## config.mk

```make
export PLATFORM = sky130hd
export DESIGN_NAME = mem_ctrl_mp_flat
export DESIGN_NICKNAME = d
export VERILOG_FILES = /design/src/rtl/mem_ctrl_pkg.sv /design/src/rtl/mem_ctrl_mp_if.sv /design/src/rtl/mem_arb.sv /design/src/rtl/mem_ctrl_mp.sv /design/src/flat_wrapper.sv
export SDC_FILE = /design/constraint.sdc
export NUM_CORES = 2
export LEC_CHECK = 0
export BUFFER_PORTS_ARGS = -buffer_cell sky130_fd_sc_hd__buf_2
export CELL_PAD_IN_SITES_DETAIL_PLACEMENT = 0
export CELL_PAD_IN_SITES_GLOBAL_PLACEMENT = 1
export CORE_MARGIN = 2
export CORE_UTILIZATION = 50
export DETAILED_ROUTE_END_ITERATION = 6
export PLACE_DENSITY_LB_ADDON = 0.1
export SYNTH_ARGS = -nofsm -noshare
export SYNTH_HDL_FRONTEND = slang
export SYNTH_SLANG_ARGS = --single-unit
```

## constraint.sdc

```tcl
create_clock -name clk -period 1.8 [get_ports clk]
set_clock_uncertainty 0.05 [all_clocks]
set_input_delay 0.09 -clock clk [delete_from_list [all_inputs] [get_ports clk]]
set_output_delay 0.09 -clock clk [all_outputs]
set_load 0.01 [all_outputs]
```

## src/rtl/mem_ctrl_pkg.sv

```systemverilog
// rtl/mem_ctrl_pkg.sv - shared types and helpers for the multi-port memory controller
// Contents:
//   arb_mode_e  : arbitration policy (ARB_FIXED: port 0 highest, ARB_RR: round-robin)
//   port_id_w() : bits needed to hold a port index, never less than 1
package mem_ctrl_pkg;

   typedef enum logic {
      ARB_FIXED = 1'b0,
      ARB_RR    = 1'b1
   } arb_mode_e;

   function automatic int port_id_w(input int num_ports);
      return (num_ports <= 1) ? 1 : $clog2(num_ports);
   endfunction

endpackage

```

## src/rtl/mem_ctrl_mp_if.sv

```systemverilog
// rtl/mem_ctrl_mp_if.sv - requester-side bus bundle for mem_ctrl_mp
// Signals (per port p, slices of width AW/DATA_WIDTH/BW at p*width):
//   ren/raddr     -> read request and address      rready      <- read grant
//   rdata         <- shared read data              rdata_valid <- per-port read data valid
//   wen/waddr     -> write request and address     wready      <- write grant
//   wdata/wbe     -> write data and byte enables
// Modports: master = requesters, slave = controller.
interface mem_ctrl_mp_if #(
   parameter int NUM_PORTS  = 2,
   parameter int AW         = 5,
   parameter int DATA_WIDTH = 32,
   parameter int BW         = DATA_WIDTH / 8
);

   logic [NUM_PORTS-1:0]            ren;
   logic [NUM_PORTS*AW-1:0]         raddr;
   logic [NUM_PORTS-1:0]            rready;
   logic [DATA_WIDTH-1:0]           rdata;
   logic [NUM_PORTS-1:0]            rdata_valid;
   logic [NUM_PORTS-1:0]            wen;
   logic [NUM_PORTS*AW-1:0]         waddr;
   logic [NUM_PORTS*DATA_WIDTH-1:0] wdata;
   logic [NUM_PORTS*BW-1:0]         wbe;
   logic [NUM_PORTS-1:0]            wready;

   modport master (
      output ren, raddr, wen, waddr, wdata, wbe,
      input  rready, rdata, rdata_valid, wready
   );

   modport slave (
      input  ren, raddr, wen, waddr, wdata, wbe,
      output rready, rdata, rdata_valid, wready
   );

endinterface

```

## src/rtl/mem_arb.sv

```systemverilog
// rtl/mem_arb.sv - request arbiter, fixed priority or round-robin
// Ports:
//   clk, rst_n : clock, asynchronous active-low reset
//   req        : per-port request
//   gnt        : combinational one-hot grant, zero when nothing requests
//   gnt_id     : index of the granted port (valid when gnt is non-zero)
module mem_arb
   import mem_ctrl_pkg::*;
#(
   parameter int        NUM_PORTS = 2,
   parameter arb_mode_e ARB_MODE  = ARB_FIXED,
   localparam int       ID_W      = port_id_w(NUM_PORTS)
) (
   input  logic                 clk,
   input  logic                 rst_n,
   input  logic [NUM_PORTS-1:0] req,
   output logic [NUM_PORTS-1:0] gnt,
   output logic [ID_W-1:0]      gnt_id
);

   logic [ID_W-1:0] last_q;
   logic            found;

   always_comb begin
      gnt    = '0;
      gnt_id = '0;
      found  = 1'b0;
      if (ARB_MODE == ARB_FIXED) begin
         for (int i = 0; i < NUM_PORTS; i++) begin
            if (req[i] && !found) begin
               gnt[i] = 1'b1;
               gnt_id = ID_W'(i);
               found  = 1'b1;
            end
         end
      end else begin
         // Ports above the last winner get first look, then the search wraps to port 0.
         for (int i = 0; i < NUM_PORTS; i++) begin
            if (req[i] && !found && (i > int'(last_q))) begin
               gnt[i] = 1'b1;
               gnt_id = ID_W'(i);
               found  = 1'b1;
            end
         end
         for (int i = 0; i < NUM_PORTS; i++) begin
            if (req[i] && !found && (i <= int'(last_q))) begin
               gnt[i] = 1'b1;
               gnt_id = ID_W'(i);
               found  = 1'b1;
            end
         end
      end
   end

   // Reset to the highest port so port 0 is the first winner.
   always_ff @(posedge clk or negedge rst_n) begin
      if (!rst_n) begin
         last_q <= ID_W'(NUM_PORTS - 1);
      end else if (|gnt) begin
         last_q <= gnt_id;
      end
   end

endmodule

```

## src/rtl/mem_ctrl_mp.sv

```systemverilog
// rtl/mem_ctrl_mp.sv - multi-port word memory with arbitrated read and write channels
// Ports:
//   clk, rst_n : clock, asynchronous active-low reset
//   bus        : mem_ctrl_mp_if.slave, per-port read/write requests, grants and read return
// Reads return RD_LAT cycles after the grant; same-cycle read/write to one address reads first.
module mem_ctrl_mp
   import mem_ctrl_pkg::*;
#(
   parameter int        NUM_PORTS  = 2,
   parameter int        MEM_DEPTH  = 32,
   parameter int        DATA_WIDTH = 32,
   parameter int        RD_LAT     = 1,
   parameter arb_mode_e ARB_MODE   = ARB_FIXED
) (
   input logic          clk,
   input logic          rst_n,
   mem_ctrl_mp_if.slave bus
);

   localparam int AW   = $clog2(MEM_DEPTH);
   localparam int BW   = DATA_WIDTH / 8;
   localparam int ID_W = port_id_w(NUM_PORTS);

   logic [NUM_PORTS-1:0]  rd_gnt, wr_gnt;
   logic [ID_W-1:0]       rd_id, wr_id;
   logic                  rd_acc, wr_acc;
   logic [AW-1:0]         rd_addr, wr_addr;
   logic [DATA_WIDTH-1:0] wr_data;
   logic [BW-1:0]         wr_be;

   logic [DATA_WIDTH-1:0] mem [MEM_DEPTH];

   logic [RD_LAT-1:0]     pv_q;
   logic [ID_W-1:0]       pid_q [RD_LAT];
   logic [DATA_WIDTH-1:0] pd_q  [RD_LAT];

   mem_arb #(.NUM_PORTS(NUM_PORTS), .ARB_MODE(ARB_MODE)) u_rd_arb (
      .clk    (clk),
      .rst_n  (rst_n),
      .req    (bus.ren),
      .gnt    (rd_gnt),
      .gnt_id (rd_id)
   );

   mem_arb #(.NUM_PORTS(NUM_PORTS), .ARB_MODE(ARB_MODE)) u_wr_arb (
      .clk    (clk),
      .rst_n  (rst_n),
      .req    (bus.wen),
      .gnt    (wr_gnt),
      .gnt_id (wr_id)
   );

   assign bus.rready = rd_gnt;
   assign bus.wready = wr_gnt;
   assign rd_acc     = |rd_gnt;
   assign wr_acc     = |wr_gnt;

   always_comb begin
      rd_addr = '0;
      wr_addr = '0;
      wr_data = '0;
      wr_be   = '0;
      for (int p = 0; p < NUM_PORTS; p++) begin
         if (rd_id == ID_W'(p)) begin
            rd_addr = bus.raddr[p*AW +: AW];
         end
         if (wr_id == ID_W'(p)) begin
            wr_addr = bus.waddr[p*AW +: AW];
            wr_data = bus.wdata[p*DATA_WIDTH +: DATA_WIDTH];
            wr_be   = bus.wbe[p*BW +: BW];
         end
      end
   end

   // Storage has no reset; contents survive rst_n.
   always_ff @(posedge clk) begin
      if (wr_acc) begin
         for (int b = 0; b < BW; b++) begin
            if (wr_be[b]) begin
               mem[wr_addr][b*8 +: 8] <= wr_data[b*8 +: 8];
            end
         end
      end
   end

   // Stage 0 samples the array at the grant edge, before the same-edge write lands (read-first).
   // A stage's data only moves when a valid word arrives, so the last stage doubles as the
   // rdata hold register.
   always_ff @(posedge clk or negedge rst_n) begin
      if (!rst_n) begin
         pv_q <= '0;
         for (int k = 0; k < RD_LAT; k++) begin
            pid_q[k] <= '0;
            pd_q[k]  <= '0;
         end
      end else begin
         pv_q[0] <= rd_acc;
         if (rd_acc) begin
            pid_q[0] <= rd_id;
            pd_q[0]  <= mem[rd_addr];
         end
         for (int k = 1; k < RD_LAT; k++) begin
            pv_q[k] <= pv_q[k-1];
            if (pv_q[k-1]) begin
               pid_q[k] <= pid_q[k-1];
               pd_q[k]  <= pd_q[k-1];
            end
         end
      end
   end

   assign bus.rdata = pd_q[RD_LAT-1];

   always_comb begin
      bus.rdata_valid = '0;
      for (int p = 0; p < NUM_PORTS; p++) begin
         bus.rdata_valid[p] = pv_q[RD_LAT-1] && (pid_q[RD_LAT-1] == ID_W'(p));
      end
   end

endmodule
```

## src/flat_wrapper.sv

```systemverilog
// flat-port wrapper written by rule: the top's interface ports become plain ports
module mem_ctrl_mp_flat import mem_ctrl_pkg::*;
#(
   parameter int        NUM_PORTS  = 2,
   parameter int        MEM_DEPTH  = 32,
   parameter int        DATA_WIDTH = 32,
   parameter int        RD_LAT     = 1,
   parameter arb_mode_e ARB_MODE   = ARB_FIXED
)
  (clk, rst_n, bus_ren, bus_raddr, bus_wen, bus_waddr, bus_wdata, bus_wbe, bus_rready, bus_rdata, bus_rdata_valid, bus_wready);
  mem_ctrl_mp_if #(.NUM_PORTS(NUM_PORTS), .DATA_WIDTH(DATA_WIDTH)) bus_i ();
  input logic clk;
  input logic rst_n;
  input wire logic [$bits(bus_i.ren)-1:0] bus_ren;
  input wire logic [$bits(bus_i.raddr)-1:0] bus_raddr;
  input wire logic [$bits(bus_i.wen)-1:0] bus_wen;
  input wire logic [$bits(bus_i.waddr)-1:0] bus_waddr;
  input wire logic [$bits(bus_i.wdata)-1:0] bus_wdata;
  input wire logic [$bits(bus_i.wbe)-1:0] bus_wbe;
  output wire logic [$bits(bus_i.rready)-1:0] bus_rready;
  output wire logic [$bits(bus_i.rdata)-1:0] bus_rdata;
  output wire logic [$bits(bus_i.rdata_valid)-1:0] bus_rdata_valid;
  output wire logic [$bits(bus_i.wready)-1:0] bus_wready;
  assign bus_i.ren = bus_ren;
  assign bus_i.raddr = bus_raddr;
  assign bus_i.wen = bus_wen;
  assign bus_i.waddr = bus_waddr;
  assign bus_i.wdata = bus_wdata;
  assign bus_i.wbe = bus_wbe;
  assign bus_rready = bus_i.rready;
  assign bus_rdata = bus_i.rdata;
  assign bus_rdata_valid = bus_i.rdata_valid;
  assign bus_wready = bus_i.wready;
  mem_ctrl_mp #(.NUM_PORTS(NUM_PORTS), .MEM_DEPTH(MEM_DEPTH), .DATA_WIDTH(DATA_WIDTH), .RD_LAT(RD_LAT), .ARB_MODE(ARB_MODE)) u_core (.clk(clk), .rst_n(rst_n), .bus(bus_i));
endmodule
```

# After elaboration in Yosys (flattened, before gate mapping)
# Memory sizes are Yosys's and may differ from the RTL's. A register that Yosys moved wholly into a read port is not among the register bits.
# Index checks and enable logic that the tools add are counted.
[word_totals] inputBits=98 latchBits=0 romBits=0 wordCells=33 ramBits=1024 output_inout_bits=38 memories=1 reg_bits=2
[memory_table] name="u_core.mem" depth=32 word_bits=32 read_ports=1 rd_ports_with_merged_regs=1 wr=1 line_no="mem_ctrl_mp.sv:31" text="logic [DATA_WIDTH-1:0] mem [MEM_DEPTH];"
[op_classes] n_lt_le_gt_ge=0 n_eq_ne=0 div_mod_pow=0 n_reduce_logical=9 add_sub_neg=0 n_mux=20 multipliers=0 n_bitwise=1 shift=0
[ops] cell="$mux W32" n=1
[ops] cell="$mux W1" n=16
[ops] cell="$mux W5" n=2
[ops] cell="$logic_and A1 B1 Y1" n=4
[ops] cell="$mux W4" n=1
[ops] cell="$reduce_or A2 Y1" n=2
[ops] cell="$logic_not A1 Y1" n=3
[ops] cell="$not A1 Y1" n=1

# Longest topological paths before layout
[depth] depth_word=8 mapped_depth=11 depth_no_buf=7

# Hierarchy
# A second synthesis with hierarchy kept.
[unflattened] cells_unflattened=3854 area_unflattened_um2=48327.6
[by_module_without_submodules] mod="mem_ctrl_mp" n_inst=1 seq_area_each_um2=31600.3 cells_per_inst=3848 area_per_inst_um2=48270.0
[by_module_without_submodules] mod="mem_arb" n_inst=2 seq_area_each_um2=0.0 cells_per_inst=3 area_per_inst_um2=28.8

# Worst setup path after synthesis
# OpenSTA, ideal clock, no wires.
[synth_path] path_kind="input port to flip-flop" from="in bus_wen[0]" to="mem u_core.mem[0][0] (enable)" t_required_ps=1380 path_slack_ps=-306 setup_ps=370 t_arrival_ps=1686 path_buffers=1 stages=6 cell_sequence="nand2b_1 > buf_2 > clkinv_1 > o31ai_1 > nand2_1 > nor2_1"
[synth_via] elab_chain_cells=8 word_cells_on_any_way=10 cone_classes="mux (7); reduce/logical (3)"
[synth_rtl] item="from (decl)" line_no="flat_wrapper.sv:16" text="input wire logic [$bits(bus_i.wen)-1:0] bus_wen;"
[synth_rtl] item="$mux W1 *" line_no="mem_arb.sv:30" text="if (req[i] && !found) begin"
[synth_rtl] item="$logic_not A1 Y1" line_no="mem_arb.sv:30"
[synth_rtl] item="$logic_and A1 B1 Y1" line_no="mem_arb.sv:30"
[synth_rtl] item="$mux W1" line_no="mem_arb.sv:30"
[synth_rtl] item="$mux W4" line_no="mem_ctrl_mp.sv:67" text="if (wr_id == ID_W'(p)) begin"
[synth_rtl] item="$mux W1" line_no="mem_ctrl_mp.sv:79" text="if (wr_be[b]) begin"
[synth_rtl] item="$mux W1" line_no="mem_ctrl_mp.sv:77" text="if (wr_acc) begin"
[synth_rtl] item="$mux W1 (implied by the code)" line_no="mem_ctrl_mp.sv:80" text="mem[wr_addr][b*8 +: 8] <= wr_data[b*8 +: 8];"
[synth_rtl] item="to (decl)" line_no="mem_ctrl_mp.sv:31"
# Mark *: on every way between the ends. The rest lies on a longest branch, timed or not.

# Worst setup path after layout
[layout_path] from="in bus_ren[0]" to="reg u_core.pd_q (netlist bit u_core.bus.rdata[24]), read port of u_core.mem"
[layout_via] elab_chain_cells=5 word_cells_on_any_way=6 cone_classes="mux (3); reduce/logical (3)"
[layout_rtl] item="from (decl)" line_no="flat_wrapper.sv:14" text="input wire logic [$bits(bus_i.ren)-1:0] bus_ren;"
[layout_rtl] item="$mux W1 *" line_no="mem_arb.sv:30"
[layout_rtl] item="$logic_not A1 Y1" line_no="mem_arb.sv:30"
[layout_rtl] item="$logic_and A1 B1 Y1" line_no="mem_arb.sv:30"
[layout_rtl] item="$mux W1" line_no="mem_arb.sv:30"
[layout_rtl] item="$mux W5 or $reduce_or A2 Y1 (tied branches)" line_no="mem_ctrl_mp.sv:64, mem_ctrl_mp.sv:55"
[layout_rtl] item="to (decl)" line_no="mem_ctrl_mp.sv:35" text="logic [DATA_WIDTH-1:0] pd_q [RD_LAT];"
# Marks and branches as above.
# A chain may end at the register's enable or synchronous reset.

==> results.json <==
{
  "maxSlewViolCount": 0,
  "netlist.area_leader.share": 0.734,
  "cts.sinks": 1058,
  "gp_congestion": 0.867,
  "p_per_area_nw_per_um2": 1070,
  "clkTransAtPathRegs_ps": 60,
  "crit_chain": "buf_2, nand2b_1, inv_4, mux2_8, buf_4, mux2i_1, o22ai_1, a221oi_2, nand4_1",
  "required_ps": 2270,
  "vias_per_cell": 5.79,
  "post-route-drc-count": 0,
  "core-area_um2": 83300,
  "grt_setup_unrepaired": "yes",
  "die_w_um": 293,
  "slew_headroom": 0.327,
  "critPathArrivalTime_ps": 2220,
  "start_util": 0.503,
  "routedWlPerCell_um": 26.7,
  "grt_pass1_vias": 25700,
  "setup_viol": 0,
  "critPathMaxFanout": 14,
  "htreeDepth": 3,
  "area.growth.synth_to_final_pct": 26.0,
  "clockBufferDepth": 3,
  "grt.total_usage": 0.277,
  "syn_inst": 2782,
  "synth_edf_count": 1024,
  "grt_pass1_wl_um": 173000,
  "reg2reg_setup_slack_ps": 250,
  "final_layout_size_suffix_gt1_frac": 0.258,
  "synth.area.top_cells": "edfxtp_1 73%, mux2i_1 5.4%, nand2_1 5.2%",
  "cts_tree": "done",
  "post-synth-top-area-cell": "edfxtp_1",
  "end_kind": "flip-flop",
  "post-route-min-period_ps": 1750,
  "ys_ff_latch": 1058,
  "drt-total-wl_um": 119000,
  "die_area_um2": 86100,
  "synth_most_common_cell": "edfxtp_1",
  "hold_ws_ps": 28.5,
  "startpoint_type": "input pin",
  "status": "finished clean",
  "num_vias": 25900,
  "r2r_end": "u_core.bus.rdata[30]$_DFFE_PN0P_",
  "syn_area_um2": 41900,
  "hold_viol_final": 0,
  "p_leak_nw": 18.6,
  "fin_crit_sh": 0.970,
  "r2r_cells": 3,
  "drt_iter0_drc": 2577,
  "die_h_um": 293,
  "cp_slowest_stage_delay_ps": 510,
  "worst_pin_slew_ps": 1010,
  "vdd_drop_max_mv": 0.936,
  "hpwl_um": 79900,
  "yosys.cell_types.count": 43,
  "holdCritPathClass": "in -> async",
  "diodes": 0,
  "syn-num-nets": 2880,
  "fill_cells": 6073,
  "synth_common_cells": "1024 x edfxtp_1, 579 x nand2_1, 228 x mux2i_1",
  "ys_seq_area_frac": 0.754,
  "final_area_um2": 52800,
  "io_buffers": 135,
  "ys_warn_count": 0,
  "postCtsSetupRepairBufs": 0,
  "slowest_stage": "mux2_8",
  "multi_input_area_um2": 9950,
  "max_freq_ghz": 0.573,
  "insertion_delay_ps": 670,
  "dominantRegCellSynth": "edfxtp_1",
  "rr_startpoint": "u_core.mem[29][30]$_DFFE_PP_",
  "first_pass_iters": 5,
  "root_buffer": "clkbuf_16",
  "numCtsBuffers": 106,
  "cap_violations": 0,
  "antenna_found_initial": 0,
  "place_area_um2": 48400,
  "grt_max_degree": 49,
  "row_count": 106,
  "syn_avg_cell_area_um2": 15.1,
  "pin_count": 136,
  "synthArstFlopShare": 0.0321,
  "critPathKind": "in -> reg",
  "final_nets": 3395,
  "fin_util": 0.633,
  "regArea_um2": 31600,
  "antenna_left": 0,
  "grt-ovfl-total": 0
}
-- where the power goes --
part / switching [mW] / internal, mW
Combinational: 3.27 / 2.16
Sequential: 0.322 / 27.7
Clock: 9.22 / 13.7
Total: 12.8 / 43.6
-- flip-flops by register name (all words and copies together), names as in the netlist --
| register | flops |
|---|---|
| u_core.pid_q | 1 |
| u_core.mem | 1024 |
| u_core.pv_q | 1 |
| u_core.bus.rdata | 32 |
-- repair_timing --
item	CTS	global route
endpoints found under the hold margin	1012	0
resized for setup	1	6
gates cloned	0	1
setup endpoints to repair	8	52
hold buffers	68	0
-- metal layers --
layer	part of all wire	up-vias	track usage
li1	-	11600	-
met1	0.41	13100	0.379
met2	0.50	923	0.471
met3	0.057	174	0.0295
met4	0.027	0	0.0814
met5	0	-	0
-- metrics by stage --
stage	power [mW]	setup WS, ps	cells	TNS [ps]
after floorplan	30.9	-109	2782	-33320
after global placement	33.7	-715	4200	-457350
after detailed placement	33.8	-731	4200	-466010
after CTS	56.7	11.8	4469	0
after global routing	58.0	-23.7	4470	-23.7
final	56.4	53.5	4470	0
-- worst max-delay path by stage --
stage | start | to | slack (ps) | cells past startpoint
floorplan | bus_ren[0] | u_core.bus.rdata[0]$_DFFE_PN0P_ | -110 | 10
global placement | bus_wen[0] | u_core.mem[0][11]$_DFFE_PP_ | -720 | 7
detailed placement | bus_wen[0] | u_core.mem[0][11]$_DFFE_PP_ | -730 | 7
CTS | bus_ren[0] | u_core.bus.rdata[1]$_DFFE_PN0P_ | 10 | 10
global route | bus_ren[0] | u_core.bus.rdata[24]$_DFFE_PN0P_ | -20 | 9
finish | bus_ren[0] | u_core.bus.rdata[24]$_DFFE_PN0P_ | 50 | 9
-- logic make-up (layout without fill, tap and decap cells) --
family / Yosys count / in the layout / share of synthesized area
AOI/OAI and AO/OA: 244 / 244 / 0.0445
buffers and inverters: 180 / 787 / 0.0211
DFF: 1058 / 1058 / 0.754
muxes: 262 / 263 / 0.0726
and+or+nand+nor: 1038 / 1038 / 0.107
-- final cells by class --
type                       count  share of cell area
multi-input combinational   1545               0.189
clock buffer                 143              0.0564
timing repair buffer         579               0.116
tap                         1080              0.0256
inverter                       7            0.000545
clock inverter                58              0.0134
sequential                  1058               0.599
-- placed cells by master (no fill, tap or decap), types with 6 or more instances in the layout --
| cell type | count |
|---|---|
| mux2i_1 | 228 |
| dlygate4sd3_1 | 68 |
| dfrtp_1 | 34 |
| mux4_2 | 33 |
| clkbuf_16 | 109 |
| a21oi_1 | 32 |
| nand4_1 | 94 |
| clkinv_2 | 23 |
| nand2_2 | 6 |
| nor2_1 | 37 |
| a32oi_1 | 32 |
| nor2_4 | 23 |
| bufinv_16 | 15 |
| a31oi_1 | 36 |
| nor2_2 | 88 |
| clkbuf_8 | 12 |
| nand3b_1 | 7 |
| nand3_1 | 161 |
| clkinv_1 | 11 |
| buf_4 | 216 |
| buf_12 | 156 |
| clkbuf_1 | 22 |
| o22ai_1 | 93 |
| nand2_1 | 573 |
| edfxtp_1 | 1024 |
| a221oi_2 | 28 |
| buf_2 | 135 |
| nor2b_1 | 32 |
-- critical path: cells and delay by family --
kind	cells	cell delay, ps
muxes	2	740
buffers and inverters	3	580
AOI/OAI and AO/OA	2	420
and+or+nand+nor	2	370
No activity file was read; power rests on OpenSTA's default activity.
